<file path="config.mk">
export PLATFORM = sky130hd
export DESIGN_NAME = uart_tx_arbiter_flat
export DESIGN_NICKNAME = d
export VERILOG_FILES = /design/src/rtl/uart_tx_arbiter_if.sv /design/src/rtl/uart_tx_arbiter.sv /design/src/flat_wrapper.sv
export SDC_FILE = /design/constraint.sdc
export NUM_CORES = 1
export LEC_CHECK = 0
export ABC_CLOCK_PERIOD_IN_PS = 1900
export CAP_MARGIN = 30
export CORE_AREA = 2 2 77 79
export DETAILED_ROUTE_END_ITERATION = 10
export DIE_AREA = 0 0 79 81
export GPL_ROUTABILITY_DRIVEN = 0
export PLACE_DENSITY_LB_ADDON = 0.1
export SYNTH_ARGS = -nofsm -noshare
export SYNTH_HDL_FRONTEND = slang
export SYNTH_SLANG_ARGS = --single-unit
</file>
<file path="constraint.sdc">
create_clock -name clk -period 1.9 [get_ports clk]
set_input_delay 0.38 -clock clk [delete_from_list [all_inputs] [get_ports clk]]
set_output_delay 0.38 -clock clk [all_outputs]
set_load 0.02 [all_outputs]
</file>
<file path="src/rtl/uart_tx_arbiter_if.sv">
// Requester/transmitter bus for the UART transmit arbiter.
// The arbiter takes the slave modport. The environment driving requests and the transmitter takes the master modport.
interface uart_tx_arbiter_if;
   logic [3:0]  i_Req_Valid;
   logic [31:0] i_Req_Data;
   logic [3:0]  i_Req_Last;
   logic [3:0]  o_Req_Ready;
   logic        o_Tx_Start;
   logic [7:0]  o_Tx_Byte;
   logic        i_Tx_Busy;
   logic        i_Tx_Done;
   logic        o_Grant_Valid;
   logic [1:0]  o_Grant_Id;
   logic        o_Timeout;

   modport master (
      output i_Req_Valid, i_Req_Data, i_Req_Last, i_Tx_Busy, i_Tx_Done,
      input  o_Req_Ready, o_Tx_Start, o_Tx_Byte, o_Grant_Valid, o_Grant_Id, o_Timeout
   );

   modport slave (
      input  i_Req_Valid, i_Req_Data, i_Req_Last, i_Tx_Busy, i_Tx_Done,
      output o_Req_Ready, o_Tx_Start, o_Tx_Byte, o_Grant_Valid, o_Grant_Id, o_Timeout
   );
endinterface

</file>
<file path="src/rtl/uart_tx_arbiter.sv">
// Round-robin arbiter that shares one UART transmitter among four byte-stream requesters.
// A grant lasts until end-of-packet, burst cap, withdrawal or done-timeout.
module uart_tx_arbiter #(
   parameter int MAX_BURST    = 8,
   parameter int DONE_TIMEOUT = 4095
) (
   input  logic              clk,
   input  logic              reset_n,
   uart_tx_arbiter_if.slave  bus
);
   typedef enum logic [1:0] {
      S_IDLE = 2'd0,
      S_SEND = 2'd1,
      S_WAIT = 2'd2
   } state_t;

   state_t      r_state;
   state_t      w_state_next;
   logic [1:0]  r_rr_ptr;
   logic [1:0]  r_grant_id;
   logic        r_grant_valid;
   logic [7:0]  r_tx_byte;
   logic        r_tx_start;
   logic        r_last;
   logic [7:0]  r_burst;
   logic [15:0] r_wait_cnt;
   logic        r_timeout;

   logic [3:0]  w_rot_valid;
   logic [7:0]  w_req_byte [4];
   logic [1:0]  w_offset;
   logic [1:0]  w_winner;
   logic        w_any_valid;
   logic        w_owner_valid;
   logic        w_grant;
   logic        w_capture;
   logic        w_withdraw;
   logic        w_done_ok;
   logic        w_end_burst;
   logic        w_fire_timeout;
   logic        w_release;
   logic        w_illegal;
   logic [3:0]  w_req_ready;

   // Valid bits rotated so that index 0 is the requester just after the last released one.
   generate
      for (genvar gi = 0; gi < 4; gi++) begin : g_req
         logic [1:0] w_idx;
         assign w_idx          = r_rr_ptr + 2'(gi + 1);
         assign w_rot_valid[gi] = bus.i_Req_Valid[w_idx];
         assign w_req_byte[gi]  = bus.i_Req_Data[8*gi +: 8];
      end
   endgenerate

   always_comb begin
      w_offset = 2'd0;
      for (int i = 3; i >= 0; i--) begin
         if (w_rot_valid[i]) begin
            w_offset = 2'(i);
         end
      end
   end

   assign w_winner      = r_rr_ptr + 2'd1 + w_offset;
   assign w_any_valid   = |bus.i_Req_Valid;
   assign w_owner_valid = bus.i_Req_Valid[r_grant_id];
   assign w_illegal     = !(r_state inside {S_IDLE, S_SEND, S_WAIT});

   assign w_grant     = (r_state == S_IDLE) && w_any_valid && !bus.i_Tx_Busy;
   assign w_capture   = (r_state == S_SEND) && w_owner_valid;
   assign w_withdraw  = (r_state == S_SEND) && !w_owner_valid;
   // A done pulse coincident with our own start pulse belongs to an earlier frame.
   assign w_done_ok   = (r_state == S_WAIT) && bus.i_Tx_Done && !r_tx_start;
   assign w_end_burst = r_last || (r_burst == 8'(MAX_BURST));
   assign w_fire_timeout = (r_state == S_WAIT) && !w_done_ok
                           && (r_wait_cnt == 16'(DONE_TIMEOUT - 1));
   assign w_release   = w_withdraw || (w_done_ok && w_end_burst) || w_fire_timeout;

   always_ff @(posedge clk or negedge reset_n) begin
      if (!reset_n) begin
         r_state <= S_IDLE;
      end else begin
         r_state <= w_state_next;
      end
   end

   always_comb begin
      w_state_next = r_state;
      case (r_state)
         S_IDLE: begin
            if (w_grant) begin
               w_state_next = S_SEND;
            end
         end
         S_SEND: begin
            w_state_next = w_capture ? S_WAIT : S_IDLE;
         end
         S_WAIT: begin
            if (w_release) begin
               w_state_next = S_IDLE;
            end else if (w_done_ok) begin
               w_state_next = S_SEND;
            end
         end
         default: begin
            w_state_next = S_IDLE;
         end
      endcase
   end

   always_comb begin
      w_req_ready = 4'd0;
      if (r_state == S_SEND) begin
         w_req_ready[r_grant_id] = 1'b1;
      end
   end

   always_ff @(posedge clk or negedge reset_n) begin
      if (!reset_n) begin
         r_rr_ptr      <= 2'd3;
         r_grant_id    <= 2'd0;
         r_grant_valid <= 1'b0;
         r_tx_byte     <= 8'h00;
         r_tx_start    <= 1'b0;
         r_last        <= 1'b0;
         r_burst       <= 8'd0;
         r_wait_cnt    <= 16'd0;
         r_timeout     <= 1'b0;
      end else begin
         r_tx_start <= w_capture;
         r_timeout  <= w_fire_timeout;
         if (w_grant) begin
            r_grant_id    <= w_winner;
            r_grant_valid <= 1'b1;
            r_burst       <= 8'd0;
         end
         if (w_capture) begin
            r_tx_byte  <= w_req_byte[r_grant_id];
            r_last     <= bus.i_Req_Last[r_grant_id];
            r_wait_cnt <= 16'd0;
            if (r_burst != 8'(MAX_BURST)) begin
               r_burst <= r_burst + 8'd1;
            end
         end
         if ((r_state == S_WAIT) && !w_done_ok && !w_release) begin
            r_wait_cnt <= r_wait_cnt + 16'd1;
         end
         if (w_release) begin
            r_rr_ptr      <= r_grant_id;
            r_grant_valid <= 1'b0;
         end
         if (w_illegal) begin
            r_grant_valid <= 1'b0;
         end
      end
   end

   assign bus.o_Req_Ready   = w_req_ready;
   assign bus.o_Tx_Start    = r_tx_start;
   assign bus.o_Tx_Byte     = r_tx_byte;
   assign bus.o_Grant_Valid = r_grant_valid;
   assign bus.o_Grant_Id    = r_grant_id;
   assign bus.o_Timeout     = r_timeout;
endmodule

</file>
<file path="src/flat_wrapper.sv">
// flat-port wrapper written by rule: the top's interface ports become plain ports
module uart_tx_arbiter_flat 
#(
   parameter int MAX_BURST    = 8,
   parameter int DONE_TIMEOUT = 4095
)
  (clk, reset_n, bus_i_Req_Valid, bus_i_Req_Data, bus_i_Req_Last, bus_i_Tx_Busy, bus_i_Tx_Done, bus_o_Req_Ready, bus_o_Tx_Start, bus_o_Tx_Byte, bus_o_Grant_Valid, bus_o_Grant_Id, bus_o_Timeout);
  uart_tx_arbiter_if bus_i ();
  input  logic clk;
  input  logic reset_n;
  input wire logic [$bits(bus_i.i_Req_Valid)-1:0] bus_i_Req_Valid;
  input wire logic [$bits(bus_i.i_Req_Data)-1:0] bus_i_Req_Data;
  input wire logic [$bits(bus_i.i_Req_Last)-1:0] bus_i_Req_Last;
  input wire logic [$bits(bus_i.i_Tx_Busy)-1:0] bus_i_Tx_Busy;
  input wire logic [$bits(bus_i.i_Tx_Done)-1:0] bus_i_Tx_Done;
  output wire logic [$bits(bus_i.o_Req_Ready)-1:0] bus_o_Req_Ready;
  output wire logic [$bits(bus_i.o_Tx_Start)-1:0] bus_o_Tx_Start;
  output wire logic [$bits(bus_i.o_Tx_Byte)-1:0] bus_o_Tx_Byte;
  output wire logic [$bits(bus_i.o_Grant_Valid)-1:0] bus_o_Grant_Valid;
  output wire logic [$bits(bus_i.o_Grant_Id)-1:0] bus_o_Grant_Id;
  output wire logic [$bits(bus_i.o_Timeout)-1:0] bus_o_Timeout;
  assign bus_i.i_Req_Valid = bus_i_Req_Valid;
  assign bus_i.i_Req_Data = bus_i_Req_Data;
  assign bus_i.i_Req_Last = bus_i_Req_Last;
  assign bus_i.i_Tx_Busy = bus_i_Tx_Busy;
  assign bus_i.i_Tx_Done = bus_i_Tx_Done;
  assign bus_o_Req_Ready = bus_i.o_Req_Ready;
  assign bus_o_Tx_Start = bus_i.o_Tx_Start;
  assign bus_o_Tx_Byte = bus_i.o_Tx_Byte;
  assign bus_o_Grant_Valid = bus_i.o_Grant_Valid;
  assign bus_o_Grant_Id = bus_i.o_Grant_Id;
  assign bus_o_Timeout = bus_i.o_Timeout;
  uart_tx_arbiter #(.MAX_BURST(MAX_BURST), .DONE_TIMEOUT(DONE_TIMEOUT)) u_core (.clk(clk), .reset_n(reset_n), .bus(bus_i));
endmodule
</file>
==> results.sh, run 1 <==
export IMPL_outcome="complete, but fails checks"
export IMPL_failed_checks="negative setup slack"
export IMPL_period_share_pct=103
export IMPL_synth_edf_count=0
export IMPL_fill_cells=515
export IMPL_period_minus_slack_ps=1960
export IMPL_cts_tree="yes"
export IMPL_tightest_slew_ps=349
export IMPL_cap_violations=0
export IMPL_die_w_um=79
export IMPL_leakage_uw=0.00156
export IMPL_postSynthCellCount=243
export IMPL_hpwl_um=4150
export IMPL_port_buffers=60
export IMPL_syn_avg_cell_area_um2=10.0
export IMPL_worstPathMaxFanout=7
export IMPL_design_area_mm2=0.00351
export IMPL_track_usage_pct=18.2
export IMPL_critPathLaunch="u_core.r_rr_ptr[1]$_DFFE_PN1P_"
export IMPL_cts_root_buf="clkbuf_8"
export IMPL_cts_path_max_buffers=2
export IMPL_placedInstanceArea_mm2=0.00335
export IMPL_worstSetupPathType="reg -> reg"
export IMPL_p_int_uw=2460
export IMPL_hold_class="in -> async"
export IMPL_timing_fmax_ghz=0.510
export IMPL_synthTopCellsByArea="dfrtp_1 41%, mux4_2 9.2%, nand2_1 6.8%"
export IMPL_synth_seq_area_share_pct=43.3
export IMPL_drv_slew=0
export IMPL_diodes=0
export IMPL_drtAntennaViolNets=0
export IMPL_worstPathArrival_ps=2140
export IMPL_dr_total_vias=2177
export IMPL_drive_gt1_share_pct=25.1
export IMPL_std_cell_rows=28
export IMPL_synthDistinctLibCells=51
export IMPL_drt_iter0_markers=45
export IMPL_p_comb_share_pct=50.4
export IMPL_finalNetCount=387
export IMPL_powerDensity_mw_per_mm2=1110
export IMPL_syn_cell_area_mm2=0.00243
export IMPL_grt_pass1_vias=2137
export IMPL_grt_overflow_total=0
export IMPL_syn_to_final_growth_pct=44.2
export IMPL_grt_pass1_wl_um=9250
export IMPL_remaining_drc_errors=0
export IMPL_synthArstFlopShare_pct=100
export IMPL_r2r_start="u_core.r_rr_ptr[1]$_DFFE_PN1P_"
export IMPL_htreeDepth=2
export IMPL_max_slew_margin_pct=76.6
export IMPL_clk_latency_ps=300
export IMPL_fin_ws_ps=-59.4
export IMPL_die_area_mm2=0.00640
export IMPL_antenna_found_initial=0
export IMPL_first_pass_iters=6
export IMPL_cts_sinks=42
export IMPL_layout_common_cells="50 x clkdlybuf4s50_1, 44 x nand2_1, 38 x dfrtp_1, 35 x buf_4, 17 x nor2_1"
export IMPL_netSwitchingFraction_pct=36.5
export IMPL_start_util_pct=42.9
export IMPL_cp_start_kind="flop"
export IMPL_cts_clk_slew_worst_paths_ps=80
export IMPL_yosysWarnings=0
export IMPL_grt_max_degree=36
export IMPL_synth_seq_cells=42
export IMPL_syn_nets=292
export IMPL_rr_worst_depth=9
export IMPL_setup_violations=1
export IMPL_final_common_cell="clkdlybuf4s50_1"
export IMPL_endpoint="u_core.bus.o_Grant_Id[1]$_DFFE_PN0P_"
export IMPL_vias_per_cell=5.26
export IMPL_finalSetupTns_ps=-59.4
export IMPL_reg2reg_setup_slack_ps=-60
export IMPL_fp_dieH_um=81
export IMPL_fp_coreArea_mm2=0.00568
export IMPL_ys_flop_type="dfrtp_1"
export IMPL_pin_count=61
export IMPL_skew_ps=8.33
export IMPL_cts_buffers=5
export IMPL_synth_top_cell_by_area="dfrtp_1"
export IMPL_synth_top_cell_area_share_pct=41.1
export IMPL_seqPwrFrac_pct=34.0
export IMPL_vdd_ir_drop_worst_mv=0.696
export IMPL_power_net_switching_uw=1420
export IMPL_reg2reg_to="u_core.bus.o_Grant_Id[1]$_DFFE_PN0P_"
export IMPL_finalHoldViolCount=0
export IMPL_wl_per_cell_um=13.4
export IMPL_required_ps=2080
export IMPL_p_clk_share_pct=15.6
export IMPL_drt_wl_total_um=5530
export IMPL_worst_setup_path_end_kind="flop"
export IMPL_grt_setup_unrepaired="true"
metal layers:
metal,GRT usage (%),wire (µm),vias to the layer above
li1,-,-,1077
met1,21.5,2510,1038
met2,32.5,2660,57
met3,5.67,304,5
met4,4.66,48,0
met5,0,0,-
power by group through the flow:
stage	Combinational, µW	Clock [µW]	Sequential (µW)
finish	1950	607	1320
detailed placement	1950	0	1320
floorplan	1100	0	1420
CTS	1920	619	1320
global route	2140	653	1360
global placement	1940	0	1320
cell families (layout without fill, tap and decap cells):
kind of cell | after synthesis | after routing | synth area share [%]
DFF | 42 | 42 | 43.3
and+or+nand+nor | 121 | 121 | 26.1
xor gates and xnor gates | 7 | 7 | 2.52
buffers and inverters | 17 | 113 | 3.08
muxes | 20 | 20 | 13.9
AOI/OAI and AO/OA | 31 | 31 | 8.58
adders and majority gates | 5 | 5 | 2.57
repair_timing:
item                       4_1_cts  5_1_grt
hold endpoints to repair         7        0
resized for setup               12       14
setup endpoints to repair       12        9
buffers inserted                 0        4
pin swaps                        2        1
hold buffers                     1        0
cell usage after synthesis, types with 3 or more instances:
cell / n
xnor2_1: 5
mux4_2: 10
nand4_1: 8
nand3b_1: 4
nor2b_1: 4
mux2i_1: 5
ha_1: 5
nand2_1: 44
o21ai_0: 10
nand3_1: 14
o211ai_1: 3
inv_1: 6
nand2b_1: 4
dfrtp_1: 40
mux2_2: 3
buf_2: 6
nor2_1: 17
a21oi_1: 5
nor3_1: 5
state kept, by name, indices dropped and copies added (netlist names):
name and flops:
u_core.bus.o_Timeout 1, u_core.r_state 2, u_core.bus.o_Grant_Id 2, u_core.bus.o_Tx_Start 1, u_core.r_last 1, u_core.bus.o_Grant_Valid 1, u_core.r_rr_ptr 2, u_core.r_burst 8
u_core.r_wait_cnt 16, u_core.bus.o_Tx_Byte 8
critical path, stage by stage (launching register included):
cell,delay (ps)
dfstp_2,560
buf_4,160
nor2_1,60
a21oi_1,140
a21oi_1,80
ha_2,200
xnor2_2,130
xnor2_1,130
xnor2_1,120
mux2_2,260
cell type report:
| cell class | count | area (µm²) | share of cell area (%) |
|---|---|---|---|
| flip-flops and latches | 42 | 1060 | 30.1 |
| clock buffers | 6 | 82.6 | 2.35 |
| multi-input cells | 184 | 1360 | 38.7 |
| repair buffers | 98 | 882 | 25.1 |
| inverters | 7 | 26.3 | 0.748 |
| clock inverters | 2 | 12.5 | 0.356 |
| well taps | 75 | 93.8 | 2.67 |
through the flow:
stage / hold WS (ps) / setup WS [ps] / power (µW) / instances / utilization (%)
after floorplan: 84.4 / -24.6 / 2520 / 243 / -
after global placement: 244 / -498 / 3260 / 401 / 59.0
after detailed placement: 246 / -549 / 3270 / 401 / 59.0
after CTS: 457 / -65.4 / 3860 / 410 / 60.9
after global routing: 460 / -205 / 4160 / 414 / 61.9
final: 456 / -59.4 / 3880 / 414 / 61.9
how the worst min path moves through the flow:
stage / endpoint / slack [ps]
3_5_place_dp: u_core.r_burst[6]$_DFF_PN0_ / 250
5_1_grt: u_core.r_burst[5]$_DFF_PN0_ / 460
4_1_cts: u_core.r_burst[6]$_DFF_PN0_ / 460
2_1_floorplan: u_core.bus.o_Grant_Id[0]$_DFFE_PN0P_ / 80
6_report: u_core.r_burst[5]$_DFF_PN0_ / 460
3_3_place_gp: u_core.r_burst[6]$_DFF_PN0_ / 240
Power figures use the tool's default switching activity.
==> run 2: changes to the inputs <==
--- a/config.mk
+++ b/config.mk
@@ -5,13 +5,13 @@
 export SDC_FILE = /design/constraint.sdc
 export NUM_CORES = 1
 export LEC_CHECK = 0
-export ABC_CLOCK_PERIOD_IN_PS = 1900
+export ABC_CLOCK_PERIOD_IN_PS = 1920
 export CAP_MARGIN = 30
-export CORE_AREA = 2 2 77 79
+export CORE_AREA = 2 2 74 76
 export DETAILED_ROUTE_END_ITERATION = 10
-export DIE_AREA = 0 0 79 81
+export DIE_AREA = 0 0 76 78
 export GPL_ROUTABILITY_DRIVEN = 0
-export PLACE_DENSITY_LB_ADDON = 0.1
+export PLACE_DENSITY = 0.78
 export SYNTH_ARGS = -nofsm -noshare
 export SYNTH_HDL_FRONTEND = slang
 export SYNTH_SLANG_ARGS = --single-unit
==> constraint.sdc (replaced) <==
create_clock -name clk -period 1.92 [get_ports clk]
set_input_delay 0.384 -clock clk [delete_from_list [all_inputs] [get_ports clk]]
set_output_delay 0.384 -clock clk [all_outputs]
set_load 0.02 [all_outputs]
==> run 2 against run 1 <==
  * Routed wire length up 9.9%
  * Register-to-register slack worse by 40 ps
  * Cell area up 0.93%
  * Via count up 0.46%
  * Setup slack worse by 40 ps
  * Sequential power about the same
  * First-iteration DRC count rose to 2.9 times the previous value
  * The run still ends with negative setup slack left
  * Largest cell class unchanged
  * Critical path depth up 1
  * Highest routed layer unchanged
  * Sequential cell count unchanged
  * Maximum frequency down 3.0%
  * Clock skew up 1.1 ps
==> results.sh, run 2 (same netlist as run 1, synthesis figures left out) <==
export IMPL_grt_overflow_total=0
export IMPL_skew_ps=9.43
export IMPL_required_ps=2100
export IMPL_cp_start_kind="flop"
export IMPL_leakage_uw=0.00162
export IMPL_hold_class="reg -> reg"
export IMPL_cts_buffers=5
export IMPL_layout_cells_non_filler=412
export IMPL_cts_clk_slew_worst_paths_ps=80
export IMPL_fp_dieH_um=78
export IMPL_start_util_pct=48.3
export IMPL_tightest_slew_ps=491
export IMPL_cts_tree="yes"
export IMPL_finalPower_uw=4030
export IMPL_htreeDepth=2
export IMPL_antenna_found_initial=0
export IMPL_design_area_mm2=0.00354
export IMPL_cap_violations=0
export IMPL_die_w_um=76
export IMPL_worstSetupPathType="reg -> reg"
export IMPL_placedInstanceArea_mm2=0.00338
export IMPL_vdd_ir_drop_worst_mv=0.804
export IMPL_grt_setup_unrepaired="true"
export IMPL_clk_latency_ps=290
export IMPL_track_usage_pct=21.4
export IMPL_largest_register="u_core.r_wait_cnt"
export IMPL_period_share_pct=105
export IMPL_drtAntennaViolNets=0
export IMPL_drt_iter0_markers=131
export IMPL_drv_slew=0
export IMPL_cts_sinks=42
export IMPL_diodes=0
export IMPL_powerDensity_mw_per_mm2=1140
export IMPL_worstPathArrival_ps=2200
export IMPL_finalHoldViolCount=0
export IMPL_fin_ws_ps=-99.8
export IMPL_timing_fmax_ghz=0.495
export IMPL_period_minus_slack_ps=2020
export IMPL_finalNetCount=390
export IMPL_dr_total_vias=2187
export IMPL_outcome="complete, but fails checks"
export IMPL_port_buffers=60
export IMPL_max_slew_margin_pct=67.2
export IMPL_cts_path_max_buffers=2
export IMPL_layout_common_cells="49 x clkdlybuf4s50_1, 44 x nand2_1, 39 x buf_4, 38 x dfrtp_1, 17 x nor2_1"
export IMPL_dp_cells=402
export IMPL_wl_per_cell_um=14.7
export IMPL_grt_pass1_vias=2218
export IMPL_die_area_mm2=0.00593
export IMPL_worstPathMaxFanout=5
export IMPL_remaining_drc_errors=0
export IMPL_syn_to_final_growth_pct=45.6
export IMPL_drt_wl_total_um=6070
export IMPL_vias_per_cell=5.31
export IMPL_first_pass_iters=4
export IMPL_pin_count=61
export IMPL_std_cell_rows=26
export IMPL_largest_reg_flops=16
export IMPL_failed_checks="negative setup slack"
export IMPL_grt_max_degree=18
export IMPL_grt_pass1_wl_um=10200
export IMPL_setup_violations=1
export IMPL_final_common_cell="clkdlybuf4s50_1"
export IMPL_cts_root_buf="clkbuf_8"
export IMPL_worst_setup_path_end_kind="flop"
export IMPL_fp_coreArea_mm2=0.00504
export IMPL_hpwl_um=4720
export IMPL_drive_gt1_share_pct=25.7
[run 2: changes by cell type in the layout (fill, tap and decap cells not counted), sizes merged]
| cell | previous run | this run |
|---|---|---|
| clkbuf | 8 | 7 |
| buf | 38 | 41 |
| dlymetal6s2s | 0 | 4 |
| clkdlybuf4s50 | 50 | 49 |
| dlygate4sd2 | 6 | 4 |
[run 2: final cells by class]
cell class | instances | area [µm²]
fillers | 377 | 1500
multi-input cells | 184 | 1370
flip-flops and latches | 42 | 1060
repair buffers | 101 | 910
well taps | 70 | 87.6
clock buffers | 6 | 82.6
inverters | 7 | 26.3
clock inverters | 2 | 12.5
[run 2: worst paths after layout]
| kind | startpoint | end | slack (ps) | depth (start not counted) |
|---|---|---|---|---|
| max reg2reg | u_core.r_rr_ptr[1]$_DFFE_PN1P_ | u_core.bus.o_Grant_Id[1]$_DFFE_PN0P_ | -100 | 10 |
| min | u_core.bus.o_Tx_Byte[7]$_DFFE_PN0P_ | u_core.bus.o_Tx_Byte[7]$_DFFE_PN0P_ | 490 | 2 |
| max in group asynchronous | reset_n | u_core.r_rr_ptr[0]$_DFFE_PN1P_ | 790 | 3 |
| min reg2reg | u_core.bus.o_Tx_Byte[7]$_DFFE_PN0P_ | u_core.bus.o_Tx_Byte[7]$_DFFE_PN0P_ | 490 | 2 |
| min in group asynchronous | reset_n | u_core.r_wait_cnt[15]$_DFFE_PN0P_ | 530 | 2 |
| max | u_core.r_rr_ptr[1]$_DFFE_PN1P_ | u_core.bus.o_Grant_Id[1]$_DFFE_PN0P_ | -100 | 10 |
[run 2: layer usage]
| metal | global-route usage [%] | wire length [µm] | vias to the layer above |
|---|---|---|---|
| met5 | 0 | 0 | - |
| met4 | 5.64 | 57 | 0 |
| li1 | - | - | 1078 |
| met1 | 27.7 | 2730 | 1057 |
| met3 | 4.19 | 214 | 4 |
| met2 | 36.9 | 3070 | 48 |
[run 2: critical path: stages (launching register included)]
cell and delay (ps):
dfstp_2 580, nand2b_4 140, a21oi_2 50, nor2_1 100, a21oi_1 50, a21oi_1 150
ha_2 210, xnor2_2 140, xnor2_2 150, xnor2_1 100, mux2_4 260
[run 2: report_power, final]
group	switching [µW]	leakage [µW]	internal, µW
logic	982	0.00102	1140
registers	200	0.000552	1110
clock network	305	0.0000472	289
total	1490	0.00162	2540
[run 2: what timing repair did]
item	4_1_cts	5_1_grt
endpoints found under the setup margin	8	17
hold buffers	1	0
resized for setup	10	17
pin swaps	1	8
endpoints found under the hold margin	1	0
gates cloned	0	0
setup buffers	1	0
[run 2: through the flow]
stage	setup TNS (ps)	worst slack, ps	hold slack, ps	utilization (%)
floorplan	-4.60	-4.60	88.4	-
global placement	-5610	-509	316	67.0
detailed placement	-7230	-568	317	67.0
CTS	-78.9	-78.9	490	69.2
global route	-189	-189	508	70.3
finish	-99.8	-99.8	488	70.3
==> run 3: changes to the inputs <==
--- a/config.mk
+++ b/config.mk
@@ -7,11 +7,13 @@
 export LEC_CHECK = 0
 export ABC_CLOCK_PERIOD_IN_PS = 1920
 export CAP_MARGIN = 30
-export CORE_AREA = 2 2 74 76
+export CORE_AREA = 2 2 73 75
+export CTS_BUF_LIST = sky130_fd_sc_hd__clkbuf_8
 export DETAILED_ROUTE_END_ITERATION = 10
-export DIE_AREA = 0 0 76 78
+export DIE_AREA = 0 0 75 77
 export GPL_ROUTABILITY_DRIVEN = 0
-export PLACE_DENSITY = 0.78
+export PLACE_DENSITY = 0.8
+export REMOVE_ABC_BUFFERS = 1
 export SYNTH_ARGS = -nofsm -noshare
 export SYNTH_HDL_FRONTEND = slang
 export SYNTH_SLANG_ARGS = --single-unit
==> run 3 against run 2 <==
  * The flow still finishes with violations (negative setup slack)
  * Non-clock buffer count fell by 4
  * Via count down 0.18%
  * Global-route usage is 2.2 points higher
  * Count of clock-buffer cells in the layout stayed put
  * Final cell count is 0.97% lower
  * Largest cell class unchanged
==> results.sh, run 3 (same netlist as run 1, synthesis figures left out) <==
export IMPL_grt_overflow_total=0
export IMPL_worstSetupPathType="reg -> reg"
export IMPL_cts_tree="yes"
export IMPL_layout_cells_non_filler=408
export IMPL_utilization_pct=70.8
export IMPL_cts_buffers=5
export IMPL_grt_pass1_wl_um=10500
export IMPL_met1_usage_pct=30.3
export IMPL_r2r_start="u_core.r_rr_ptr[1]$_DFFE_PN1P_"
export IMPL_required_ps=2110
export IMPL_drive_gt1_share_pct=25.7
export IMPL_failed_checks="negative setup slack"
export IMPL_cts_clk_slew_worst_paths_ps=80
export IMPL_drtAntennaViolNets=0
export IMPL_pin_count=61
export IMPL_p_comb_share_pct=52.0
export IMPL_top_usage_layer="met2"
export IMPL_wl_per_cell_um=15.6
export IMPL_netSwitchingFraction_pct=37.3
export IMPL_p_int_uw=2490
export IMPL_drt_iter0_markers=105
export IMPL_vdd_ir_drop_worst_mv=0.853
export IMPL_hold_class="in -> async"
export IMPL_worstPathArrival_ps=2200
export IMPL_track_usage_pct=23.5
export IMPL_rr_worst_depth=10
export IMPL_die_w_um=75
export IMPL_finalNetCount=386
export IMPL_gr_usage_met2_pct=39.6
export IMPL_period_share_pct=105
export IMPL_worstPathMaxFanout=3
export IMPL_fill_cells=362
export IMPL_htreeDepth=2
export IMPL_cts_path_max_buffers=2
export IMPL_diodes=0
export IMPL_port_buffers=60
export IMPL_multi_input_area_mm2=0.00139
export IMPL_powerDensity_mw_per_mm2=1130
export IMPL_reg2reg_to="u_core.bus.o_Grant_Id[1]$_DFFE_PN0P_"
export IMPL_grt_max_degree=32
export IMPL_vias_per_cell=5.35
export IMPL_cp_start_kind="flop"
export IMPL_outcome="complete, but fails checks"
export IMPL_first_pass_iters=4
export IMPL_largest_register="u_core.r_wait_cnt"
export IMPL_grt_pass1_vias=2236
export IMPL_reg2reg_setup_slack_ps=-90
export IMPL_drv_slew=0
export IMPL_cap_violations=0
export IMPL_dr_total_vias=2183
export IMPL_seqCellArea_mm2=0.00105
export IMPL_hpwl_um=4600
export IMPL_p_clk_share_pct=15.3
export IMPL_clk_latency_ps=300
export IMPL_syn_to_final_growth_pct=44.7
export IMPL_worst_setup_path_end_kind="flop"
export IMPL_period_minus_slack_ps=2010
export IMPL_dp_cells=397
export IMPL_fin_ws_ps=-86.7
export IMPL_die_area_mm2=0.00578
export IMPL_seqPwrFrac_pct=32.7
export IMPL_antenna_found_initial=0
export IMPL_drt_wl_total_um=6350
export IMPL_std_cell_rows=26
export IMPL_max_slew_margin_pct=52.6
export IMPL_fp_coreArea_mm2=0.00498
export IMPL_power_net_switching_uw=1480
export IMPL_fp_dieH_um=77
export IMPL_layout_common_cells="50 x clkdlybuf4s50_1, 44 x nand2_1, 39 x dfrtp_1, 36 x buf_4, 16 x nor2_1"
export IMPL_final_common_cell="clkdlybuf4s50_1"
export IMPL_cts_root_buf="clkbuf_8"
export IMPL_cts_sinks=42
export IMPL_start_util_pct=48.9
export IMPL_timing_fmax_ghz=0.498
export IMPL_tightest_slew_ps=711
export IMPL_grtUsageMet3_pct=4.47
export IMPL_finalHoldViolCount=0
export IMPL_grt_setup_unrepaired="true"
export IMPL_skew_ps=9.96
export IMPL_remaining_drc_errors=0
export IMPL_largest_reg_flops=16
export IMPL_setup_violations=1
export IMPL_leakage_uw=0.00158
[run 3: cell type report]
| type | instances | area share [%] |
|---|---|---|
| clock buffers | 6 | 2.34 |
| clock inverters | 2 | 0.355 |
| repair buffers | 97 | 24.7 |
| well taps | 70 | 2.49 |
| multi-input cells | 184 | 39.5 |
| inverters | 7 | 0.746 |
| flip-flops and latches | 42 | 29.9 |
[run 3: worst max path at each step]
stage               depth (start not counted)                            startpoint                                   end
floorplan                                   5  u_core.bus.o_Grant_Id[1]$_DFFE_PN0P_           u_core.r_burst[1]$_DFF_PN0_
global placement                           11                    bus_i_Req_Valid[2]  u_core.bus.o_Grant_Id[1]$_DFFE_PN0P_
detailed placement                         11                    bus_i_Req_Valid[2]  u_core.bus.o_Grant_Id[1]$_DFFE_PN0P_
CTS                                        10        u_core.r_rr_ptr[1]$_DFFE_PN1P_  u_core.bus.o_Grant_Id[1]$_DFFE_PN0P_
global route                               10        u_core.r_rr_ptr[1]$_DFFE_PN1P_  u_core.bus.o_Grant_Id[1]$_DFFE_PN0P_
finish                                     10        u_core.r_rr_ptr[1]$_DFFE_PN1P_  u_core.bus.o_Grant_Id[1]$_DFFE_PN0P_
[run 3: power groups by stage]
stage | logic (µW) | clock network, µW | registers (µW)
global route | 2250 | 659 | 1330
CTS | 2040 | 617 | 1290
finish | 2070 | 608 | 1300
global placement | 1900 | 0 | 1300
detailed placement | 1950 | 0 | 1310
floorplan | 879 | 0 | 1510
[run 3: what timing repair did]
action | 4_1_cts | 5_1_grt
endpoints found under the setup margin | 7 | 15
resized for setup | 16 | 14
pin swaps | 5 | 9
hold buffers | 0 | 0
setup buffers | 3 | 0
[run 3: critical path: stages, from the launching register on]
cell and delay, ps:
dfstp_2 570, buf_4 120, a2bb2oi_2 50, o22ai_2 150
nor2_1 60, a21oi_1 130, ha_2 210, xnor2_2 110
xnor2_1 150, xnor2_1 100, mux2_4 260
[run 3: stage by stage]
stage / power, µW / TNS, ps / hold WS, ps / worst slack, ps / cell area, µm²
after CTS: 3950 / -74.3 / 150 / -74.3 / 3470
after detailed placement: 3260 / -6960 / 468 / -558 / 3320
after global routing: 4240 / -255 / 176 / -195 / 3520
after floorplan: 2390 / -2860 / 88.4 / -436 / 2390
final: 3980 / -86.7 / 130 / -86.7 / 3520
after global placement: 3200 / -5400 / 458 / -400 / 3320
[run 3: metal layers]
layer / vias to the layer above / wire [µm]
met2: 46 / 3360
li1: 1064 / -
met3: 6 / 188
met5: - / 0
met4: 0 / 72
met1: 1067 / 2740
